**src/rtl/draw_pkg.sv**
```systemverilog
// Shared definitions for the VGA rectangle drawing path:
// FSM state encoding, visible screen size and the erase colour.
package draw_pkg;

   typedef enum logic [1:0] {
      IDLE = 2'd0,
      DRAW = 2'd1,
      DONE = 2'd2
   } state_e;

   localparam int SCREEN_W = 160;
   localparam int SCREEN_H = 120;
   localparam int BLACK    = 0;

endpackage

```
**src/rtl/rect_scan_counter.sv**
```systemverilog
// Row-major cx/cy raster counter for the rectangle drawer.
// last flags the final pixel (cx = w-1, cy = h-1).
module rect_scan_counter #(
   parameter int CX_W = 5,
   parameter int CY_W = 5
) (
   input  logic            clk,
   input  logic            reset,
   input  logic            clear,
   input  logic            enable,
   input  logic [CX_W-1:0] w,
   input  logic [CY_W-1:0] h,
   output logic [CX_W-1:0] cx,
   output logic [CY_W-1:0] cy,
   output logic            last
);

   logic [CX_W-1:0] cx_q, cx_d;
   logic [CY_W-1:0] cy_q, cy_d;
   logic            row_end;
   logic            col_end;

   // cx+1 == w avoids the w-1 underflow when w is zero
   assign row_end = (cx_q + CX_W'(1)) == w;
   assign col_end = (cy_q + CY_W'(1)) == h;
   assign last    = row_end && col_end;
   assign cx      = cx_q;
   assign cy      = cy_q;

   always_comb begin
      cx_d = cx_q;
      cy_d = cy_q;
      if (clear) begin
         cx_d = '0;
         cy_d = '0;
      end else if (enable) begin
         if (row_end) begin
            cx_d = '0;
            cy_d = col_end ? '0 : cy_q + CY_W'(1);
         end else begin
            cx_d = cx_q + CX_W'(1);
         end
      end
   end

   always_ff @(posedge clk or posedge reset) begin
      if (reset) begin
         cx_q <= '0;
         cy_q <= '0;
      end else begin
         cx_q <= cx_d;
         cy_q <= cy_d;
      end
   end

endmodule

```
**src/rtl/rect_draw.sv**
```systemverilog
// Rectangle rasteriser: latches a request on go, then emits one
// clipped pixel per clock in row-major order, then pulses done.
module rect_draw #(
   parameter int X_W      = 8,
   parameter int Y_W      = 7,
   parameter int COLOUR_W = 3,
   parameter int MAX_W    = 16,
   parameter int MAX_H    = 16,
   parameter int SCREEN_W = draw_pkg::SCREEN_W,
   parameter int SCREEN_H = draw_pkg::SCREEN_H,
   localparam int WW      = $clog2(MAX_W + 1),
   localparam int HW      = $clog2(MAX_H + 1)
) (
   input  logic                clk,
   input  logic                reset,
   input  logic                go,
   input  logic [X_W-1:0]      x_in,
   input  logic [Y_W-1:0]      y_in,
   input  logic [WW-1:0]       w_in,
   input  logic [HW-1:0]       h_in,
   input  logic [COLOUR_W-1:0] colour_in,
   input  logic                draw,
   output logic [X_W-1:0]      x_out,
   output logic [Y_W-1:0]      y_out,
   output logic [COLOUR_W-1:0] colour_out,
   output logic                plot,
   output logic                busy,
   output logic                done
);

   import draw_pkg::*;

   state_e state_q, state_d;

   logic [X_W-1:0]      x0_q;
   logic [Y_W-1:0]      y0_q;
   logic [COLOUR_W-1:0] col_q;
   logic [WW-1:0]       w_q, w_sat;
   logic [HW-1:0]       h_q, h_sat;
   logic [WW-1:0]       cx;
   logic [HW-1:0]       cy;
   logic                last;
   logic                accept;
   logic                in_draw;
   logic [X_W:0]        sum_x;
   logic [Y_W:0]        sum_y;
   logic                on_screen;

   logic [X_W-1:0]      x_q;
   logic [Y_W-1:0]      y_q;
   logic [COLOUR_W-1:0] colour_q;
   logic                plot_q, busy_q, done_q;

   assign w_sat   = (w_in > WW'(MAX_W)) ? WW'(MAX_W) : w_in;
   assign h_sat   = (h_in > HW'(MAX_H)) ? HW'(MAX_H) : h_in;
   assign accept  = (state_q == IDLE) && go;
   assign in_draw = (state_q == DRAW);

   always_comb begin
      state_d = state_q;
      unique case (state_q)
         IDLE: if (go) state_d = (w_sat == '0 || h_sat == '0) ? DONE : DRAW;
         DRAW: if (last) state_d = DONE;
         DONE: state_d = IDLE;
         default: state_d = IDLE;
      endcase
   end

   always_ff @(posedge clk or posedge reset) begin
      if (reset) state_q <= IDLE;
      else       state_q <= state_d;
   end

   always_ff @(posedge clk or posedge reset) begin
      if (reset) begin
         x0_q  <= '0;
         y0_q  <= '0;
         col_q <= '0;
         w_q   <= '0;
         h_q   <= '0;
      end else if (accept) begin
         x0_q  <= x_in;
         y0_q  <= y_in;
         col_q <= draw ? colour_in : COLOUR_W'(BLACK);
         w_q   <= w_sat;
         h_q   <= h_sat;
      end
   end

   rect_scan_counter #(
      .CX_W (WW),
      .CY_W (HW)
   ) u_scan (
      .clk    (clk),
      .reset  (reset),
      .clear  (!in_draw),
      .enable (in_draw),
      .w      (w_q),
      .h      (h_q),
      .cx     (cx),
      .cy     (cy),
      .last   (last)
   );

   // one extra bit so off-screen sums never wrap back on-screen
   assign sum_x     = (X_W+1)'(x0_q) + (X_W+1)'(cx);
   assign sum_y     = (Y_W+1)'(y0_q) + (Y_W+1)'(cy);
   assign on_screen = (sum_x < (X_W+1)'(SCREEN_W)) &&
                      (sum_y < (Y_W+1)'(SCREEN_H));

   always_ff @(posedge clk or posedge reset) begin
      if (reset) begin
         x_q      <= '0;
         y_q      <= '0;
         colour_q <= '0;
         plot_q   <= 1'b0;
         busy_q   <= 1'b0;
         done_q   <= 1'b0;
      end else begin
         plot_q <= in_draw && on_screen;
         busy_q <= in_draw;
         done_q <= (state_q == DONE);
         if (in_draw) begin
            x_q      <= sum_x[X_W-1:0];
            y_q      <= sum_y[Y_W-1:0];
            colour_q <= col_q;
         end
      end
   end

   assign x_out      = x_q;
   assign y_out      = y_q;
   assign colour_out = colour_q;
   assign plot       = plot_q;
   assign busy       = busy_q;
   assign done       = done_q;

endmodule

```
**config.mk**
```make
export PLATFORM = sky130hd
export DESIGN_NAME = rect_draw
export DESIGN_NICKNAME = d
export VERILOG_FILES = /design/src/rtl/draw_pkg.sv /design/src/rtl/rect_scan_counter.sv /design/src/rtl/rect_draw.sv
export SDC_FILE = /design/constraint.sdc
export NUM_CORES = 1
export LEC_CHECK = 0
export CELL_PAD_IN_SITES_DETAIL_PLACEMENT = 0
export CELL_PAD_IN_SITES_GLOBAL_PLACEMENT = 1
export CORE_UTILIZATION = 40
export CTS_BUF_LIST = sky130_fd_sc_hd__clkbuf_4 sky130_fd_sc_hd__clkbuf_8 sky130_fd_sc_hd__clkbuf_16
export DETAILED_ROUTE_END_ITERATION = 7
export PLACE_DENSITY = 0.86
export SETUP_SLACK_MARGIN = 0.3
export SYNTH_ARGS = -nofsm -noshare
export SYNTH_HDL_FRONTEND = slang
export SYNTH_SLANG_ARGS = --single-unit
```
**constraint.sdc**
```tcl
create_clock -name clk -period 2.7 [get_ports clk]
set_clock_uncertainty 0.1 [all_clocks]
set_input_delay 0.54 -clock clk [delete_from_list [all_inputs] [get_ports clk]]
set_output_delay 0.54 -clock clk [all_outputs]
set_load 0.01 [all_outputs]
```
==> impl_metrics.csv <==
group,metric,value,unit
status,status,"finished clean",
power,power_density,1030,mW/mm2
drt,drt_iter0_drc,71,
floorplan,dieArea,0.00795,mm2
synth,synth_area,0.00304,mm2
floorplan,die_w,89.2,um
sta,slew_viol_final,0,
placed_design,postPlaceCellArea,0.00369,mm2
placed_design,numPortBuffers,52,
synth,synth-edff-count,0,
power,pwr-share-clk,0.198,
min_path,holdCritStartpoint,"col_q[2]$_DFFE_PP0P_",
min_path,hold_path_class,"flop to flop",
final_layout,stdcell_area,0.00389,mm2
synth,syn_nets,367,
worst_setup_path,cp-start-kind,"flop",
final_layout,stdcell_count,481,
synth,yosys_warnings,0,
sta,fin_tns_setup,0,ns
drt,viasPerCell,4.85,
worst_setup_path,cpPeakStageDelay,0.47,ns
synth,synth_largest_area_cell,"dfrtp_1",
power,p_sw,1.47,mW
drt,drt-pass1-iter-count,6,
power,vdd_drop_max,0.418,mV
sta,fmax,455,MHz
drt,wire_per_inst,12.4,um
worst_setup_path,startpoint,"u_scan.cx[0]$_DFF_PP0_",
final_layout,final_cell_mix,"103 x nand2_1, 60 x dfrtp_1, 52 x clkdlybuf4s50_1",
final_layout,syn_to_final_growth,28.2,%
final_layout,drive_above_1_share,0.0785,
drt,num_vias,2334,
grt,grt-ovfl-total,0,
synth,syn_inst,321,
worst_setup_path,cpMaxStageDelayCell,"or4_1",
grt,track_usage,0.178,
placed_design,place_inst,466,
worst_setup_path,path_buf_inv,1,
sta,finalWorstSetupSlack,0.503,ns
drt,drtAntennaViolNets,0,
sta,finalCritPeriodShare,0.814,
power,p_total,4.01,mW
worst_setup_path,crit_type,"flop to flop",
final_layout,diodes,0,
drt,drcViolationCount,0,
run,max_cap_viol_count,0,
synth,ys_seq_area_frac,0.502,
power,combinationalPowerShare,0.419,
sta,hold_viol_final,0,
grt,antenna_found_initial,0,
clock_tree,clockBufferDepth,2,
floorplan,die_y,89.2,um
floorplan,io-pin-count,53,
synth,synth_area_leaders,"dfrtp_1 50%, nand2_1 13%, ha_1 4.9%",
power,intPower,2.55,mW
sta,fin_crit,2.20,ns
sta,slew_headroom,0.653,
floorplan,start_util,0.417,
worst_setup_path,cp.arrival,2.31,ns
worst_setup_path,endpoint_kind,"flop",
placed_design,dp_hpwl,4.40,mm
clock_tree,htree_num_levels,3,
placed_design,pre_cts_slack,0.499,ns
power,leakage,1.85,nW
worst_setup_path,cp_max_fo,5,
grt,grt_pass1_vias,2366,
sta,grt_setup_unrepaired,"false",
final_layout,finalNetCount,424,
worst_setup_path,path_cells,"ha_1 -> inv_1 -> fa_1 -> nor2b_1 -> nor3_1 -> o21bai_1 -> or4_1 -> o2111ai_1 -> a21oi_1",
placed_design,gp_congestion,0.825,
clock_tree,clk_latency,0.33,ns
power,swShare,0.366,
worst_setup_path,regToRegStartpoint,"u_scan.cx[0]$_DFF_PP0_",
clock_tree,cts-root-buf,"clkbuf_8",
drt,totalWireLength,5.98,mm
final_layout,layout_commonest_cell,"nand2_1",
sta,setup_viol,0,
power,seq_power_share,0.383,
clock_tree,cts_buffers,9,
clock_tree,cts_tree,"yes",
final_layout,postLayoutCoreUtil,0.534,
synth,netlist.area_leader.share,0.502,
worst_setup_path,crit_required,2.81,ns
synth,syn_area_per_cell,9.46,um2
grt,grt_max_degree,62,
sta,holdWs,0.365,ns
worst_setup_path,critPathTopFamily,"simple AND/OR/NAND/NOR gates",
floorplan,core,0.00729,mm2
grt,grt_pass1_wl,10.6,mm
clock_tree,cts_hold_buf,0,
clock_tree,cts.sinks,61,
synth,async_reset_ff_frac,1.00,
clock_tree,clk_pin_slew_worst_paths,0.06,ns
synth,ys_types,38,
synth,synth_seq_cells,61,
floorplan,num_rows,31,
synth,synthFlopType,"dfrtp_1",
sta,tightest_slew,0.520,ns
[what timing repair did]
item,4_1_cts,5_1_grt
setup endpoints to repair,0,1
gates resized for setup,0,1
buffers inserted,0,0
[final timing paths]
kind | endpoint | slack, ns | depth (start not counted)
worst min-delay path | col_q[2]$_DFFE_PP0P_ | 0.36 | 2
worst max register to register | plot$_DFF_PP0_ | 0.50 | 9
max in group asynchronous | u_scan.cy[0]$_DFFE_PP0P_ | 1.73 | 3
worst max-delay path | plot$_DFF_PP0_ | 0.50 | 9
worst min register to register | col_q[2]$_DFFE_PP0P_ | 0.36 | 2
min in group asynchronous | y_out[3]$_DFFE_PP0P_ | 0.50 | 3
[cell families after synthesis]
logic type / share of synthesized area
AOI/OAI and AO/OA: 0.0918
and+or+nand+nor: 0.229
adders and majority gates: 0.0626
DFF: 0.502
buffers and inverters: 0.0284
muxes: 0.00371
xor gates and xnor gates: 0.0824
[final cells by class]
type | count | area [um2]
Clock buffer | 15 | 200
Fill cell | 717 | 3400
Sequential cell | 61 | 1530
Multi-Input combinational cell | 237 | 1430
Inverter | 13 | 48.8
Timing Repair Buffer | 56 | 563
Tap cell | 99 | 124
[flip-flops by register name, summed over array words and instances, names as in the netlist, 5 cells and up]
name	flops
h_q	5
u_scan.cx	5
x0_q	8
x_out	8
u_scan.cy	5
y0_q	7
y_out	7
w_q	5
[power groups by stage]
stage | Clock, mW | Sequential (mW) | Combinational [mW]
CTS | 0.812 | 1.54 | 1.70
global route | 0.846 | 1.59 | 1.91
finish | 0.793 | 1.54 | 1.68
detailed placement | 0 | 1.56 | 1.69
floorplan | 0 | 1.57 | 1.06
global placement | 0 | 1.55 | 1.64
[synthesized netlist by cell type, types with 2 or more instances]
cell	number
xor2_1	12
nor3b_1	3
nor2_1	11
or3b_2	2
a21o_1	2
nand3_1	7
nor2b_1	4
o21bai_1	2
inv_1	13
nand2_1	103
o21ai_0	21
or4_1	3
and3_1	3
clkbuf_1	10
o22ai_1	2
a21oi_1	4
nand3b_1	10
a211oi_1	2
ha_1	12
a22o_1	2
xnor2_1	14
dfrtp_1	61
fa_1	2
o21ai_2	2
[worst register-to-register path, delay by kind of cell, from the launching register on]
family | cells | cell delay (ns)
flip-flops | 1 | 0.43
AO/OA/AOI/OAI | 3 | 0.30
AND/OR/NAND/NOR | 3 | 0.72
buffers and inverters | 1 | 0.08
adder cells (fa/ha/maj) | 2 | 0.44
[routing by layer]
layer / global-route usage / share of wire
met5: 0 / 0
met4: 0.0823 / 0.020
met3: 0.0369 / 0.053
met2: 0.301 / 0.47
met1: 0.220 / 0.46
No activity file was read; power rests on OpenSTA's default activity.
